### src/rtl/crossing_sequencer.sv
// Two-track level-crossing sequencer: road warning, gate lowering, round-robin track grant, gate raising.
// Optional post-raise minimum road-green (HOLD state) enabled by defining CROSS_MIN_GREEN_EN.
module crossing_sequencer #(
    parameter int YELLOW_CYC = 3,
    parameter int GATE_CYC   = 4,
    parameter int MIN_GREEN  = 5,
    parameter int CNT_W      = 4
) (
    input  logic       clk,
    input  logic       clr,
    input  logic       req_a,
    input  logic       req_b,
    output logic [1:0] road,
    output logic [1:0] track_a,
    output logic [1:0] track_b,
    output logic       gate_down,
    output logic       busy
);

    typedef enum logic [2:0] {
        ST_IDLE,
        ST_WARN,
        ST_LOWER,
        ST_GRANT,
        ST_SWAP,
        ST_RAISE,
        ST_HOLD
    } state_e;

    typedef struct packed {
        logic [1:0] road;
        logic [1:0] track_a;
        logic [1:0] track_b;
        logic       gate_down;
        logic       busy;
    } outs_t;

    localparam logic [CNT_W-1:0] ONE        = CNT_W'(1);
    localparam logic [CNT_W-1:0] YELLOW_LD  = CNT_W'(YELLOW_CYC - 1);
    localparam logic [CNT_W-1:0] GATE_LD    = CNT_W'(GATE_CYC - 1);
`ifdef CROSS_MIN_GREEN_EN
    localparam logic [CNT_W-1:0] HOLD_LD    = CNT_W'(MIN_GREEN - 1);
`endif

    if (YELLOW_CYC < 1 || GATE_CYC < 1 || MIN_GREEN < 1 ||
        YELLOW_CYC >= (1 << CNT_W) || GATE_CYC >= (1 << CNT_W) ||
        MIN_GREEN >= (1 << CNT_W)) begin : g_param_check
        $error("crossing_sequencer: cycle parameters must be >= 1 and fit in CNT_W bits");
    end

    state_e           state_q, state_d;
    logic [CNT_W-1:0] cnt_q, cnt_d;
    logic             gnt_q, gnt_d;
    logic             last_q, last_d;
    outs_t            out_q;
    logic [1:0]       req_vec;

    assign req_vec = {req_b, req_a};

    function automatic outs_t decode(input state_e st, input logic g);
        outs_t o;
        o      = '0;
        o.busy = 1'b1;
        case (st)
            ST_IDLE: begin
                o.road = 2'b10;
                o.busy = 1'b0;
            end
            ST_WARN:            o.road = 2'b01;
            ST_LOWER, ST_SWAP:  o.gate_down = 1'b1;
            ST_GRANT: begin
                o.gate_down = 1'b1;
                if (g) o.track_b = 2'b10;
                else   o.track_a = 2'b10;
            end
            ST_HOLD:            o.road = 2'b10;
            default: ;
        endcase
        return o;
    endfunction

    // NOTE: every next-state signal gets a default before the case, so no latch is inferred.
    always_comb begin
        state_d = state_q;
        cnt_d   = (cnt_q != '0) ? cnt_q - ONE : cnt_q;
        gnt_d   = gnt_q;
        last_d  = last_q;
        case (state_q)
            ST_IDLE: if (req_a || req_b) begin
                state_d = ST_WARN;
                cnt_d   = YELLOW_LD;
            end
            ST_WARN: if (cnt_q == '0) begin
                state_d = ST_LOWER;
                cnt_d   = GATE_LD;
            end
            ST_LOWER: if (cnt_q == '0) begin
                if (req_a && req_b) begin
                    state_d = ST_GRANT;
                    gnt_d   = ~last_q;
                end else if (req_a || req_b) begin
                    state_d = ST_GRANT;
                    gnt_d   = req_b;
                end else begin
                    state_d = ST_RAISE;
                    cnt_d   = GATE_LD;
                end
            end
            ST_GRANT: if (!req_vec[gnt_q]) begin
                last_d  = gnt_q;
                state_d = ST_SWAP;
            end
            // Handover to the waiting track keeps the gate down; otherwise raise.
            ST_SWAP: if (req_vec[~gnt_q]) begin
                state_d = ST_GRANT;
                gnt_d   = ~gnt_q;
            end else begin
                state_d = ST_RAISE;
                cnt_d   = GATE_LD;
            end
            ST_RAISE: if (cnt_q == '0) begin
`ifdef CROSS_MIN_GREEN_EN
                state_d = ST_HOLD;
                cnt_d   = HOLD_LD;
`else
                state_d = ST_IDLE;
`endif
            end
`ifdef CROSS_MIN_GREEN_EN
            ST_HOLD: if (cnt_q == '0) state_d = ST_IDLE;
`endif
            default: state_d = ST_IDLE;
        endcase
    end

    // Outputs are registered from the next-state decode, so they track state_q exactly.
    // NOTE: sequential state uses non-blocking assignments only, avoiding ordering races between flops.
    always_ff @(posedge clk) begin
        if (clr) begin
            state_q <= ST_IDLE;
            cnt_q   <= '0;
            gnt_q   <= 1'b0;
            last_q  <= 1'b1;
            out_q   <= decode(ST_IDLE, 1'b0);
        end else begin
            state_q <= state_d;
            cnt_q   <= cnt_d;
            gnt_q   <= gnt_d;
            last_q  <= last_d;
            out_q   <= decode(state_d, gnt_d);
        end
    end

    assign road      = out_q.road;
    assign track_a   = out_q.track_a;
    assign track_b   = out_q.track_b;
    assign gate_down = out_q.gate_down;
    assign busy      = out_q.busy;

endmodule

### config.mk
export PLATFORM = sky130hd
export DESIGN_NAME = crossing_sequencer
export DESIGN_NICKNAME = d
export VERILOG_FILES = /design/src/rtl/crossing_sequencer.sv
export SDC_FILE = /design/constraint.sdc
export NUM_CORES = 1
export LEC_CHECK = 0
export ABC_AREA = 1
export CORE_ASPECT_RATIO = 0.9
export CORE_MARGIN = 2
export CORE_UTILIZATION = 24
export CTS_CLUSTER_SIZE = 20
export DETAILED_ROUTE_END_ITERATION = 7
export PLACE_DENSITY_LB_ADDON = 0.25
export SYNTH_ARGS = -nofsm -noshare
export SYNTH_HDL_FRONTEND = slang
export SYNTH_SLANG_ARGS = --single-unit
### constraint.sdc
create_clock -name clk -period 1.6 [get_ports clk]
set_input_delay 0.24 -clock clk [delete_from_list [all_inputs] [get_ports clk]]
set_output_delay 0.24 -clock clk [all_outputs]
set_load 0.005 [all_outputs]
==> flow_metrics.tcl <==
set metrics [dict create \
    internal_power_mw 1.28 \
    cts.htree.levels 1 \
    finalWeightedCongestion 0.855 \
    nets 171 \
    dp_hpwl_mm 1.72 \
    hold_ws_ns 0.508 \
    synth_area_sq_um 913 \
    worstPathRequired_ns 1.76 \
    max_freq_mhz 670 \
    yosys.area_share.adder_pct 2.74 \
    dpl_worst_slack_ns -0.123 \
    io_pins 12 \
    final_design_area_no_fill_sq_mm 0.00118 \
    dr.pass1.iters 4 \
    cp_max_fo 6 \
    critPathKind "flop to flop" \
    ir_drop_mv 0.526 \
    register_area_sq_um 302 \
    final_core_utilization_pct 32.2 \
    multi_input_area_sq_um 548 \
    pwr-share-clk_pct 14.1 \
    highest_layer "met4" \
    clockBufferDepth 2 \
    p_sw_mw 1.03 \
    tns_ns 0 \
    p_comb_share_pct 60.1 \
    grt_first_pass_wirelength_mm 3.84 \
    power.leakage_nw 0.592 \
    hold_path_class "flop to flop" \
    cts-root-buf "clkbuf_8" \
    synth_compound_area_share_pct 4.66 \
    wl_met1_mm 1.08 \
    powerDensity_mw_per_mm2 1950 \
    avgRoutedWirePerCell_um 10.7 \
    tritoncts "built" \
    crit_start "cnt_q[0]" \
    clkTransAtPathRegs_ns 0.07 \
    power_mw 2.31 \
    grt.overflow.total 0 \
    fp.dieW_um 69.0 \
    synth-simple-area-share_pct 46.6 \
    final_common_cell "nand2_1" \
    synth.avg_cell_area_sq_um 6.30 \
    fill_cells 411 \
    cp_data_arrival_time_ns 1.65 \
    core_sq_mm 0.00368 \
    post_dp_cell_area_sq_mm 0.00110 \
    grt_pass1_vias 853 \
    vias 929 \
    diodes 0 \
    synthDistinctLibCells 23 \
    slew_viol_final 0 \
    maxCapViolCount 0 \
    synthMuxAreaShare_pct 0 \
    fin_ws_ns 0.107 \
    fp-row-count 21 \
    finalCritPeriodShare_pct 93.3 \
    synthXorXnorAreaFrac_pct 1.92 \
    setup-violations-final 0 \
    startpoint_type "flop" \
    wl_met3_um 157 \
    met2_length_um 994 \
    insertion_delay_ns 0.26 \
    synth_cells 145 \
    grt_usage_pct 10.9 \
    final.min_clock_period_ns 1.49 \
    initial_core_util_pct 24.8 \
    die_area_sq_mm 0.00432 \
    area_growth_pct 29.7 \
    layout_common_cells "nand2_1, inv_1, nor2_1" \
    wl_mm 2.26 \
    grt_max_degree 11 \
    port_buffers 9 \
    clock-skew-final_ns 0.00620 \
    ys_ff_latch 15 \
    drtIter0Drc 52 \
    worstReg2RegStart "cnt_q[0]" \
    yosys_warnings 0 \
    synth_top_family_by_area "simple AND/OR/NAND/NOR gates" \
    dp.cells 205 \
    drcViolationCount 0 \
    fin_cells 210 \
    numClockSinks 15 \
    p_sw_share_pct 44.5 \
    via_per_inst 4.42 \
    p_seq_share_pct 25.8 \
    drive_above_1_share_pct 19.5 \
    antenna_found_initial 0 \
    ant_nets 0 \
    ys_seq_area_share_pct 32.9 \
    hold_viol 0 \
    outcome "complete, no violations" \
    min-delay-start "last_q" \
    die_h_um 62.5 \
    cts_made_buffers 3 \
    cp-end-kind "flop" \
]
[per-layer routing]
| layer | GRT usage [%] | vias up |
|---|---|---|
| li1 | - | 479 |
| met1 | 14.2 | 418 |
| met2 | 17.3 | 28 |
| met3 | 3.55 | 4 |
| met4 | 2.70 | 0 |
| met5 | 0 | - |
[path summary, 6_finish.rpt]
kind	endpoint	cells after the start	slack, ns
max	busy	11	0.11
min	last_q	2	0.51
max reg2reg	busy	11	0.11
min reg2reg	last_q	2	0.51
[power by group through the flow]
stage | clock [mW] | sequential, mW | combinational, mW
6_report | 0.325 | 0.597 | 1.39
5_1_grt | 0.364 | 0.617 | 1.58
4_1_cts | 0.337 | 0.588 | 1.28
3_5_place_dp | 0 | 0.597 | 1.27
3_3_place_gp | 0 | 0.595 | 1.26
2_1_floorplan | 0 | 0.589 | 0.887
[cells by family after synthesis]
kind of cell               Yosys count
DFF                                 15
other                                1
AOI/OAI and AO/OA                    8
and+or+nand+nor                     93
adders and majority gates            2
buffers and inverters               24
xor gates and xnor gates             2
[area by class of cell]
class                           instances  area share (%)
Timing Repair Buffer                   17            12.7
Sequential cell                        15            25.4
Clock inverter                          1           0.634
Tap cell                               46            4.86
Multi-Input combinational cell        107            46.3
Inverter                               21            6.65
Clock buffer                            3            3.48
[Yosys cell counts (all sizes together)]
cell type  number  area (sq um)
nand2          47           184
inv            21          78.8
xnor2           1          8.76
dfxtp          15           300
o211ai          1          7.51
buf             3          20.0
or2             1          6.26
o21ai           2          10.0
a21oi           5          25.0
conb            1          3.75
nor3            4          31.3
nand3          14          75.1
ha              2          25.0
xor2            1          8.76
nor2           27           129
[state kept, by name (all words and copies together) (netlist names)]
name,count
gnt_q,1
track_a,1
track_b,1
road,2
gate_down,1
busy,1
state_q,3
last_q,1
cnt_q,4
[worst max-delay path: stages (launching register included)]
cell and delay [ns]:
dfxtp_2 0.33, inv_2 0.08, ha_4 0.16, nand2_1 0.09, nor2_4 0.24, nor2_4 0.08, nand2_1 0.08, nand2_2 0.06
nor2_4 0.14, nor2_4 0.04, inv_1 0.05, nand2_1 0.04
[timing repair]
action / in CTS / in global routing
endpoints found under the setup margin: 0 / 7
hold buffers: 0 / 0
gates resized for setup: 0 / 10
setup buffers: 0 / 1
(Power assumes the default switching activity.)
==> RTL edit 1, RTL diff (config.mk and constraints unchanged) <==
Change the parameter `CNT_W` from 4 to 5.
--- a/src/rtl/crossing_sequencer.sv
+++ b/src/rtl/crossing_sequencer.sv
@@ -4,7 +4,7 @@
     parameter int YELLOW_CYC = 3,
     parameter int GATE_CYC   = 4,
     parameter int MIN_GREEN  = 5,
-    parameter int CNT_W      = 4
+    parameter int CNT_W      = 5
 ) (
     input  logic       clk,
     input  logic       clr,
Function: no difference found for any inputs over 10 cycles, from zero or initial values; that may be too few to reach the edited logic, so the function may still have changed.
==> RTL edit 1 against the unedited design <==
- area after synthesis rose by 2.9%
- non-clock buffer count grew 3
- first-iteration DRC count fell by 9.6%
- worst setup slack worse by 4.7 ps
- routed wire length fell by 2.0%
- power fell by 3.3%
- final cell count shrank 0.95%
- utilization increased by 1.1 points
- global-route usage rose by 0.39 points
- sequential cell count up 1
- combinational power shrank 9%
- worst hold slack lost 28 ps
- design area up 5.0%
- count of clock-buffer cells in the layout rose by 1
==> RTL edit 1: results <==
metrics = {
    "outcome": {
        "status": "completed",
    },
    "grt": {
        "gr-usage-met3_pct": 1.92,
        "antenna_found_initial": 0,
        "grt_pass1_wl_um": 3970,
        "grt_pass1_vias": 893,
        "met1_usage_pct": 15.0,
        "grt_max_degree": 10,
        "gr-usage-met2_pct": 17.4,
        "grt-busiest-layer": "met2",
        "track_usage_pct": 11.3,
    },
    "routing": {
        "wl_per_cell_um": 10.6,
        "route.layer.met1.wl_um": 1070,
        "drt-pass1-iter-count": 4,
        "vias": 927,
        "maxUsedRoutingLayer": "met4",
        "route.met2.wl_um": 999,
        "drt_iter0_markers": 47,
        "wl_met3_um": 105,
    },
    "critical_path": {
        "worstPathArrival_ps": 1650,
        "cp_max_fo": 4,
        "critPathSlowestCell": "dfxtp_1",
    },
    "synth": {
        "yosysSeqAreaShare_pct": 34.1,
        "synth_edf_count": 0,
        "synthTopCellsByCount": "nand2_1, nor2_1, dfxtp_1, inv_1, nand3_1",
        "yosys.area_share.xor_xnor_pct": 1.86,
        "async_reset_ff_share_pct": 0,
        "ys_types": 27,
        "synth-compound-area-share_pct": 11.1,
        "synth_adder_area_share_pct": 2.66,
        "syn_inst": 141,
        "ys_top_cells_by_area": "dfxtp_1, nand2_1, nor2_1",
    },
    "placed_design": {
        "place_ws_ps": -175,
        "dp_cells": 204,
        "placed_area_mm2": 0.00114,
        "hpwlAfterDp_um": 1700,
        "gp_congestion": 0.870,
    },
    "cells_and_area": {
        "fin_cells": 208,
        "largest_reg_flops": 5,
        "fill_cells": 411,
        "drive_gt1_share_pct": 26.5,
        "regMostFlops": "cnt_q",
        "nets": 169,
    },
    "power": {
        "irDropWorstVdd_v": 0.000388,
        "p_leak_uw": 0.000587,
    },
    "clock_network": {
        "cts_setup_buffers": 0,
    },
    "timing": {
        "fin_worst_skew_ps": 1.07,
    },
}
## RTL edit 1: power by group
group	switching (uW)	internal (uW)
sequential	83.7	513
clock	146	218
combinational	712	560
total	941	1290
## RTL edit 1: repair_timing
item / in CTS / in global routing
endpoints found under the setup margin: 1 / 9
gates resized for setup: 0 / 10
hold buffers: 0 / 0
pin swaps: 1 / 3
## RTL edit 1: path summary, 6_finish.rpt
| kind | slack (ps) | startpoint | to |
|---|---|---|---|
| min reg2reg | 480 | last_q | last_q |
| max reg2reg | 100 | cnt_q[2] | busy |
| min | 480 | last_q | last_q |
| max | 100 | cnt_q[2] | busy |
## RTL edit 1: area by class of cell
cell class | count | area [um^2] | share of cell area (%)
Multi-Input combinational cell | 99 | 552 | 44.4
Tap cell | 46 | 57.6 | 4.63
Sequential cell | 16 | 320 | 25.8
Timing Repair Buffer | 20 | 173 | 13.9
Clock buffer | 4 | 55.1 | 4.43
Inverter | 23 | 86.3 | 6.94
==> RTL edit 2, RTL diff (same flow settings) <==
Made on the original files. Encoding of `state_e`: now Gray code (3 bits for 7 states).
--- a/src/rtl/crossing_sequencer.sv
+++ b/src/rtl/crossing_sequencer.sv
@@ -18,13 +18,13 @@
 );
 
     typedef enum logic [2:0] {
-        ST_IDLE,
-        ST_WARN,
-        ST_LOWER,
-        ST_GRANT,
-        ST_SWAP,
-        ST_RAISE,
-        ST_HOLD
+        ST_IDLE  = 3'b000,
+        ST_WARN  = 3'b001,
+        ST_LOWER = 3'b011,
+        ST_GRANT = 3'b010,
+        ST_SWAP  = 3'b110,
+        ST_RAISE = 3'b111,
+        ST_HOLD  = 3'b101
     } state_e;
 
     typedef struct packed {
Check against the original RTL: same outputs for any inputs over 10 cycles, from zero or initial values; not proved beyond that.
==> RTL edit 2 against the unedited design <==
- power is 19% lower
- sequential share of layout area is 2.3 points higher
- first-iteration DRC count is 33% lower
- routed wire length is 19% lower
- highest routed layer unchanged
- non-clock buffer count is 1 higher
- sequential cell count stayed put
- die area is 6.4% lower
- area after synthesis is 6.8% lower
- via count is 16% lower
- maximum frequency is 2.0% lower
- design area is 8.2% lower
- worst setup slack worse by 30 ps
- utilization hardly changed
==> RTL edit 2: results <==
metrics = {
    "min_path": {
        "hold-path-cell-count": 2,
        "hold-path-endpoint": "last_q",
    },
    "placed_design": {
        "hpwlAfterDp_um": 1440,
        "gp_congestion": 0.811,
        "place_ws_ps": -123,
    },
    "critical_path": {
        "cp_max_fo": 5,
        "worstPathArrival_ps": 1680,
        "reg2reg_to": "cnt_q[0]",
        "crit_family": "adder cells",
        "reg2regPathDepth": 10,
        "rrSetupSlack_ps": 80,
    },
    "grt": {
        "grt_pass1_vias": 672,
        "grt_pass1_wl_um": 2950,
        "antenna_found_initial": 0,
        "grt_max_degree": 10,
        "track_usage_pct": 10.2,
    },
    "synth": {
        "ys_types": 24,
        "synth-compound-area-share_pct": 11.6,
        "syn_inst": 119,
        "ys_top_cells_by_area": "dfxtp_1, nand2_1, inv_1",
        "yosys.area_share.xor_xnor_pct": 1.03,
        "yosysSeqAreaShare_pct": 35.3,
        "synth_adder_area_share_pct": 2.94,
        "synthTopCellsByCount": "nand2_1, dfxtp_1, inv_1, nor2_1, nand3_1",
    },
    "power": {
        "combinationalPower_uw": 1000,
        "seqPwrFrac_pct": 29.9,
        "p_leak_uw": 0.000502,
        "switching_power_uw": 763,
        "irDropWorstVdd_v": 0.000337,
        "clkPwrFrac_pct": 16.8,
    },
    "timing": {
        "fin_worst_skew_ps": 1.68,
        "hold-worst-slack_ps": 474,
    },
    "cells_and_area": {
        "fill_cells": 357,
        "nets": 146,
        "fin_cells": 183,
        "drive_gt1_share_pct": 22.3,
    },
    "clock_network": {
        "clk-insertion-delay-late_ps": 250,
    },
    "outcome": {
        "status": "completed",
    },
    "floorplan": {
        "dieArea_mm2": 0.00404,
    },
    "routing": {
        "drt_iter0_markers": 35,
        "route.final.wire_length_um": 1830,
        "vias": 781,
    },
}
==> RTL edit 2: stage by stage <==
step	setup TNS, ps	cell area (um^2)
finish	0	1090
global route	0	1090
CTS	0	1060
detailed placement	-394	1020
global placement	-246	1020
floorplan	0	855
==> RTL edit 2: per-layer routing <==
metal / up-vias / global-route usage, % / wire [um]
li1: 413 / - / -
met1: 338 / 13.8 / 930
met2: 25 / 13.7 / 755
met3: 5 / 2.78 / 83
met4: 0 / 7.87 / 60
met5: - / 0 / 0
==> RTL edit 2: layout make-up <==
cell class	count	share of cell area (%)
inverters	15	5.18
repair buffers	18	14.5
clock buffers	3	3.80
multi-input cells	87	43.3
flip-flops and latches	15	27.7
clock inverters	1	0.460
well taps	44	5.06
==> RTL edit 2: repair_timing <==
item	4_1_cts	5_1_grt
buffers inserted	0	2
resized for setup	0	3
endpoints found under the setup margin	0	5
endpoints found under the hold margin	0	0
